### src/rtl/pmem_pkg.sv
// Shared definitions for the program-memory SFR port.
// Register select codes, CTRL bit positions and FSM state encodings.
package pmem_pkg;

    localparam logic [1:0] SEL_OFS_L = 2'd0;
    localparam logic [1:0] SEL_OFS_H = 2'd1;
    localparam logic [1:0] SEL_DATA  = 2'd2;
    localparam logic [1:0] SEL_CTRL  = 2'd3;

    localparam int CTRL_START   = 7;
    localparam int CTRL_BUSY    = 7;
    localparam int CTRL_ERR     = 6;
    localparam int CTRL_OVR     = 5;
    localparam int CTRL_AUTOINC = 0;

    typedef enum logic [1:0] {
        ST_IDLE = 2'd0,
        ST_RDW  = 2'd1,
        ST_WRP  = 2'd2,
        ST_WRW  = 2'd3
    } state_t;

endpackage

### src/rtl/pmem_sfr_port_if.sv
// CPU-side SFR bus of the program-memory port.
// The CPU is master; the port block is slave.
interface pmem_sfr_port_if;
    logic [1:0] sfr_sel;
    logic       sfr_we;
    logic       sfr_re;
    logic [7:0] sfr_wd;
    logic [7:0] sfr_rd;

    modport master (
        output sfr_sel, sfr_we, sfr_re, sfr_wd,
        input  sfr_rd
    );

    modport slave (
        input  sfr_sel, sfr_we, sfr_re, sfr_wd,
        output sfr_rd
    );
endinterface

### src/rtl/pmem_tmo_cnt.sv
// Access timeout counter: clear, enable, terminal count at all-ones.
// Used to abort a stalled controller handshake.
module pmem_tmo_cnt #(
    parameter int W = 12
) (
    input  logic clk,
    input  logic srst,
    input  logic clr,
    input  logic en,
    output logic tc
);

    logic [W-1:0] cnt;

    always_ff @(posedge clk) begin
        if (srst || clr) begin
            cnt <= '0;
        end else if (en) begin
            cnt <= cnt + 1'b1;
        end
    end

    assign tc = &cnt;

endmodule

### src/rtl/pmem_sfr_port.sv
// SFR front-end for program-memory reads and writes via an
// external controller, with auto-increment and timeout abort.
module pmem_sfr_port
    import pmem_pkg::*;
#(
    parameter int BIT_ADDR = 15,
    parameter int TMO_W    = 12
) (
    input  logic                clk,
    input  logic                srst,
    pmem_sfr_port_if.slave      sfr,
    output logic [BIT_ADDR-1:0] psofs,
    output logic                psr,
    output logic                psw,
    output logic [7:0]          wdat,
    input  logic                psrack,
    input  logic                ofs_inc,
    input  logic [7:0]          d_inst,
    output logic                irq_done
);

    state_t state, state_n;
    logic [7:0] rdbuf;
    logic autoinc, err, ovr;
    logic busy, waiting, tc;
    logic wr_l, wr_h, wr_d, wr_c;
    logic rd_start, wr_start, ovr_set;
    logic done, tmo_hit;
    logic [7:0] ofs_h;
    logic re_unused;

    assign re_unused = sfr.sfr_re;

    assign busy    = (state != ST_IDLE);
    assign waiting = (state == ST_RDW) || (state == ST_WRW);

    assign wr_l = sfr.sfr_we && (sfr.sfr_sel == SEL_OFS_L);
    assign wr_h = sfr.sfr_we && (sfr.sfr_sel == SEL_OFS_H);
    assign wr_d = sfr.sfr_we && (sfr.sfr_sel == SEL_DATA);
    assign wr_c = sfr.sfr_we && (sfr.sfr_sel == SEL_CTRL);

    assign rd_start = wr_c && sfr.sfr_wd[CTRL_START] && !busy;
    assign wr_start = wr_d && !busy;
    assign ovr_set  = busy && (wr_l || wr_h || wr_d ||
                      (wr_c && sfr.sfr_wd[CTRL_START]));

    pmem_tmo_cnt #(.W(TMO_W)) u_tmo (
        .clk  (clk),
        .srst (srst),
        .clr  (!busy),
        .en   (waiting),
        .tc   (tc)
    );

    always_ff @(posedge clk) begin
        if (srst) begin
            state <= ST_IDLE;
        end else begin
            state <= state_n;
        end
    end

    // A real acknowledge beats a timeout landing in the same cycle.
    always_comb begin
        state_n = state;
        done    = 1'b0;
        tmo_hit = 1'b0;
        unique case (state)
            ST_IDLE: begin
                if (rd_start) begin
                    state_n = ST_RDW;
                end else if (wr_start) begin
                    state_n = ST_WRP;
                end
            end
            ST_RDW: begin
                if (psrack) begin
                    done    = 1'b1;
                    state_n = ST_IDLE;
                end else if (tc) begin
                    tmo_hit = 1'b1;
                    state_n = ST_IDLE;
                end
            end
            ST_WRP: begin
                state_n = ST_WRW;
            end
            ST_WRW: begin
                if (ofs_inc) begin
                    done    = 1'b1;
                    state_n = ST_IDLE;
                end else if (tc) begin
                    tmo_hit = 1'b1;
                    state_n = ST_IDLE;
                end
            end
            default: state_n = ST_IDLE;
        endcase
    end

    assign psr = (state == ST_RDW);
    assign psw = (state == ST_WRP);

    always_ff @(posedge clk) begin
        if (srst) begin
            psofs    <= '0;
            wdat     <= 8'h00;
            rdbuf    <= 8'h00;
            autoinc  <= 1'b0;
            err      <= 1'b0;
            ovr      <= 1'b0;
            irq_done <= 1'b0;
        end else begin
            irq_done <= done || tmo_hit;
            // Accepted offset writes win over auto-increment.
            if (wr_l && !busy) begin
                psofs[7:0] <= sfr.sfr_wd;
            end else if (wr_h && !busy) begin
                psofs[BIT_ADDR-1:8] <= sfr.sfr_wd[BIT_ADDR-9:0];
            end else if (autoinc && ofs_inc) begin
                psofs <= psofs + 1'b1;
            end
            if (wr_start) begin
                wdat <= sfr.sfr_wd;
            end
            if ((state == ST_RDW) && psrack) begin
                rdbuf <= d_inst;
            end
            if (wr_c) begin
                autoinc <= sfr.sfr_wd[CTRL_AUTOINC];
            end
            if (tmo_hit) begin
                err <= 1'b1;
            end else if (wr_c && sfr.sfr_wd[CTRL_ERR]) begin
                err <= 1'b0;
            end
            if (ovr_set) begin
                ovr <= 1'b1;
            end else if (wr_c && sfr.sfr_wd[CTRL_OVR]) begin
                ovr <= 1'b0;
            end
        end
    end

    assign ofs_h = 8'(psofs >> 8);

    always_comb begin
        sfr.sfr_rd = 8'h00;
        unique case (sfr.sfr_sel)
            SEL_OFS_L: sfr.sfr_rd = psofs[7:0];
            SEL_OFS_H: sfr.sfr_rd = ofs_h;
            SEL_DATA:  sfr.sfr_rd = rdbuf;
            SEL_CTRL:  sfr.sfr_rd = {busy, err, ovr, 4'h0, autoinc};
            default:   sfr.sfr_rd = 8'h00;
        endcase
    end

endmodule

### src/flat_wrapper.sv
// flat-port wrapper written by rule: the top's interface ports become plain ports
module pmem_sfr_port_flat import pmem_pkg::*;
#(
    parameter int BIT_ADDR = 15,
    parameter int TMO_W    = 12
)
  (clk, srst, psofs, psr, psw, wdat, psrack, ofs_inc, d_inst, irq_done, sfr_sfr_sel, sfr_sfr_we, sfr_sfr_re, sfr_sfr_wd, sfr_sfr_rd);
  pmem_sfr_port_if sfr_i ();
  input  logic clk;
  input  logic srst;
  output logic [BIT_ADDR-1:0] psofs;
  output logic psr;
  output logic psw;
  output logic [7:0] wdat;
  input  logic psrack;
  input  logic ofs_inc;
  input  logic [7:0] d_inst;
  output logic irq_done;
  input wire logic [$bits(sfr_i.sfr_sel)-1:0] sfr_sfr_sel;
  input wire logic [$bits(sfr_i.sfr_we)-1:0] sfr_sfr_we;
  input wire logic [$bits(sfr_i.sfr_re)-1:0] sfr_sfr_re;
  input wire logic [$bits(sfr_i.sfr_wd)-1:0] sfr_sfr_wd;
  output wire logic [$bits(sfr_i.sfr_rd)-1:0] sfr_sfr_rd;
  assign sfr_i.sfr_sel = sfr_sfr_sel;
  assign sfr_i.sfr_we = sfr_sfr_we;
  assign sfr_i.sfr_re = sfr_sfr_re;
  assign sfr_i.sfr_wd = sfr_sfr_wd;
  assign sfr_sfr_rd = sfr_i.sfr_rd;
  pmem_sfr_port #(.BIT_ADDR(BIT_ADDR), .TMO_W(TMO_W)) u_core (.clk(clk), .srst(srst), .sfr(sfr_i), .psofs(psofs), .psr(psr), .psw(psw), .wdat(wdat), .psrack(psrack), .ofs_inc(ofs_inc), .d_inst(d_inst), .irq_done(irq_done));
endmodule
### config.mk
export PLATFORM = sky130hd
export DESIGN_NAME = pmem_sfr_port_flat
export DESIGN_NICKNAME = d
export VERILOG_FILES = /design/src/rtl/pmem_pkg.sv /design/src/rtl/pmem_sfr_port_if.sv /design/src/rtl/pmem_tmo_cnt.sv /design/src/rtl/pmem_sfr_port.sv /design/src/flat_wrapper.sv
export SDC_FILE = /design/constraint.sdc
export NUM_CORES = 1
export LEC_CHECK = 0
export BUFFER_PORTS_ARGS = -buffer_cell sky130_fd_sc_hd__buf_2
export CAP_MARGIN = 20
export CORE_UTILIZATION = 40
export DETAILED_ROUTE_END_ITERATION = 16
export SYNTH_ARGS = -nofsm -noshare
export SYNTH_HDL_FRONTEND = slang
export SYNTH_HIERARCHICAL = 1
export SYNTH_SLANG_ARGS = --single-unit
export TNS_END_PERCENT = 20
### constraint.sdc
create_clock -name clk -period 3 [get_ports clk]
set_clock_uncertainty 0.05 [all_clocks]
set_input_delay 0.45 -clock clk [delete_from_list [all_inputs] [get_ports clk]]
set_output_delay 0.45 -clock clk [all_outputs]
set_load 0.1 [all_outputs]
==> results.md <==
* Worst slew pin tran at 0.7605 ns
* Predominant post-synthesis flop cell: dfxtp_1
* Hold path start: d_inst[6]
* Clock latency on the worst-skew pair at 0.31 ns
* Synth warn at 6
* Total gr overflow at 0
* Asr flop ratio synth at 0%
* Outcome: complete, no violations
* WL/cell at 15.24 µm
* Avg Vias per Cell at 5.556
* Fmax at 431.7 MHz
* CP max-delay cell: buf_2
* Critical path class: reg -> out
* Gpl congestion at around 0.77
* CORE AREA at 5921 µm²
* Number of library cell types mapped by synthesis at 48
* Hold crit path type: in -> reg
* Vias in the first global route at 1942
* Net Sw Power at 495.8 µW
* First-pass GRT wire length at 9887 µm
* Synth top area cells: dfxtp_1, mux2i_1, nand2_1, nor2_1, a21oi_1
* CTS sink count at 49
* Crit Reg-Reg Startpoint: u_core/psofs[0]$_SDFFE_PP0P_
* Die area at approximately 6400 µm²
* Max-slew headroom at between 40% and 50%
* Pint at roughly 900 µW
* P_leak at 0.001066 µW
* Die Y at 80.18 µm
* Drt drc at 0
* Synth-to-Final Area Change at 15.81%
* Ant diodes at 0
* Final hold viol count at 0
* Worst Hold End: u_core/rdbuf[6]$_SDFFE_PP0N_
* CTS tree: yes
* Synth Instances at 284
* WL final at slightly above 6000 µm
* Post-Place Cell Area at 2744 µm²
* Synth area leader: dfxtp_1
* Post-synth top area share at 40.12%
* Worst vdd rail ir drop at 0.1946 mV
* Ratio of cells with drive above 1 in the final layout at 23.03%
* Combinational share of power at 21.7%
* Final setup violation count at 0
* Num rows at 28
* DR vias at 2250
* Final instance area at 2831 µm²
* Cell area after synthesis at between 2000 and 2500 µm²
* Routed Antenna Nets at 0
* Worst-path fanout max at 12
* Clock network power share at 28.4%
* # resized after CTS at 0
* Syn Nets at 310
* Sequential area share after synthesis at 40.12%
* Max incr delay on CP at around 0.5 ns
* Initial Util at 41.29%
* Clk root buf: clkbuf_8
* Cts hold-fix bufs at 0
* Setup Buffers After CTS at 0
* RSZ-0062 raised after global routing: no
* Gr usage total at 19.90%
* Post-DP HPWL at roughly 4400 µm
* Largest net degree at the start of global routing at 40
* Buffers added on ports at 56
* Syn avg cell area at 8.609 µm²
* Max-cap violations at 0
* Crit-path cells: buf_4 > and2b_1 > buf_2
* H-tree Lvls at 2
* Ports at 58
* Sequential fraction of design power at between 40% and 50%
* Nets at 355
* Crit share post-route at 77.22%
* Chip width at 80.18 µm
* Post-synth EDFFs at 0
* Hold Crit Depth at 3
* R2R setup slack at 0.81 ns
* Sw Share at 35.50%
* Flops & latches, synth at 49
* CP Launch Type: register
* Nature of the critical path endpoint: output port
* Min cycle time layout at 2.316 ns
* Fin. max-slew vios at 0
* Reg clk slew, reported paths at roughly 0.090 ns
* Power Density at between 400 and 500 nW/µm²
* CP required at between 2 and 3 ns
* First drt pass iteration count at 4
* Inserted Clock Buffers at 5
* WHS at around 0.34 ns
* RR Endpoint: u_core/psofs[12]$_SDFFE_PP0P_
* Reg2Reg Depth at 5
* Initial antenna violation count at 0
* Initial DRC Count at 97
* Arr. time, crit path at 1.82 ns
* Clock buffer depth at 2
[worst max path at each step]
| stage | startpoint | slack, ns | endpoint | depth (start not counted) |
|---|---|---|---|---|
| 3_3_place_gp | sfr_sfr_sel[1] | 0.70 | u_core/psofs[7]$_SDFFE_PP0P_ | 5 |
| 6_report | u_core/state[0]$_SDFFE_PP0P_ | 0.68 | psr | 3 |
| 5_1_grt | u_core/state[0]$_SDFFE_PP0P_ | 0.57 | psr | 3 |
| 3_5_place_dp | sfr_sfr_sel[1] | 0.69 | u_core/psofs[8]$_SDFFE_PP0P_ | 5 |
| 2_1_floorplan | sfr_sfr_sel[0] | -0.1 | sfr_sfr_rd[3] | 4 |
| 4_1_cts | u_core/state[0]$_SDFFE_PP0P_ | 0.68 | psr | 3 |
[registers in the layout, summed over array words and instances (netlist names)]
| register | cells |
|---|---|
| u_core/u_tmo/cnt | 12 |
| u_core/psofs | 15 |
| u_core/autoinc | 1 |
| u_core/err | 1 |
| u_core/rdbuf | 8 |
| u_core/irq_done | 1 |
| u_core/ovr | 1 |
| u_core/state | 2 |
| u_core/wdat | 8 |
[cells by family after synthesis]
| logic type | count (synthesis) | synth area share (%) |
|---|---|---|
| and+or+nand+nor | 122 | 26.05 |
| buffers and inverters | 22 | 3.992 |
| DFF | 49 | 40.12 |
| muxes | 20 | 9.723 |
| xor gates and xnor gates | 10 | 3.583 |
| adders and majority gates | 2 | 1.023 |
| AOI/OAI and AO/OA | 59 | 15.51 |
[cells in the mapped netlist (2+ instances only)]
library cell / instances
a211oi_1: 12
a21oi_1: 18
a311oi_1: 2
a31oi_1: 5
and4_1: 2
buf_2: 3
clkbuf_1: 13
dfxtp_1: 49
ha_1: 2
inv_1: 3
mux2i_1: 17
mux4_2: 3
nand2_1: 34
nand2b_1: 2
nand3_1: 18
nand4_1: 7
nor2_1: 29
nor2b_1: 2
nor4_1: 3
o211ai_1: 3
o21ai_0: 9
o31ai_1: 4
or2_2: 2
or3_1: 4
or3_2: 2
or4_1: 6
xnor2_1: 7
xor2_1: 3
[critical path, delay by kind of cell, from the launching register on]
kind / cells / cell delay, ns
buffers and inverters: 2 / 0.73
flip-flops: 1 / 0.46
AND/OR/NAND/NOR: 1 / 0.33
[cell type report]
cell class              instances  area, µm²
fillers                       593       3089
multi-input cells             213       1370
flip-flops and latches         49      980.9
repair buffers                 57      287.8
well taps                      75      93.84
clock buffers                   6      72.57
clock inverters                 2      15.01
inverters                       3      11.26
[power by group through the flow]
stage / sequential, µW / combinational [µW] / clock, µW
floorplan: 805 / 147 / 0
global placement: 712 / 302 / 0
detailed placement: 712 / 303 / 0
CTS: 697 / 304 / 407
global route: 701 / 319 / 437
finish: 697 / 303 / 397
[placed cells by master, fill, tap and decap left out, types with 3 or more instances in the layout]
cell,n
a211oi_1,12
nor2_1,29
o21ai_0,5
o211ai_1,3
buf_2,56
or3_1,4
a21oi_1,18
nand2_1,34
o21ai_1,3
nand4_1,7
dfxtp_1,49
mux4_2,3
inv_1,3
clkbuf_8,5
nand3_1,18
xnor2_1,7
xor2_1,3
or4_1,6
nor4_1,3
o31ai_1,4
a31oi_1,5
mux2i_1,17
[per-stage QoR]
step / power [µW] / TNS, ns / instances / util (%) / worst slack [ns]
after floorplan: 952.0 / -0.2916 / 284 / - / -0.09773
after global placement: 1014 / 0 / 397 / 46.34 / 0.6992
after detailed placement: 1015 / 0 / 397 / 46.34 / 0.6902
after CTS: 1408 / 0 / 405 / 47.82 / 0.6750
after global routing: 1457 / 0 / 405 / 47.82 / 0.5731
final: 1397 / 0 / 405 / 47.82 / 0.6835
[layer usage]
layer	track usage [%]	wire length, µm	vias up
met4	5.357	63	0
met3	3.523	251	5
met5	0	0	-
met1	29.69	3119	1068
li1	-	-	1126
met2	29.06	2739	51
(Power assumes the default switching activity.)
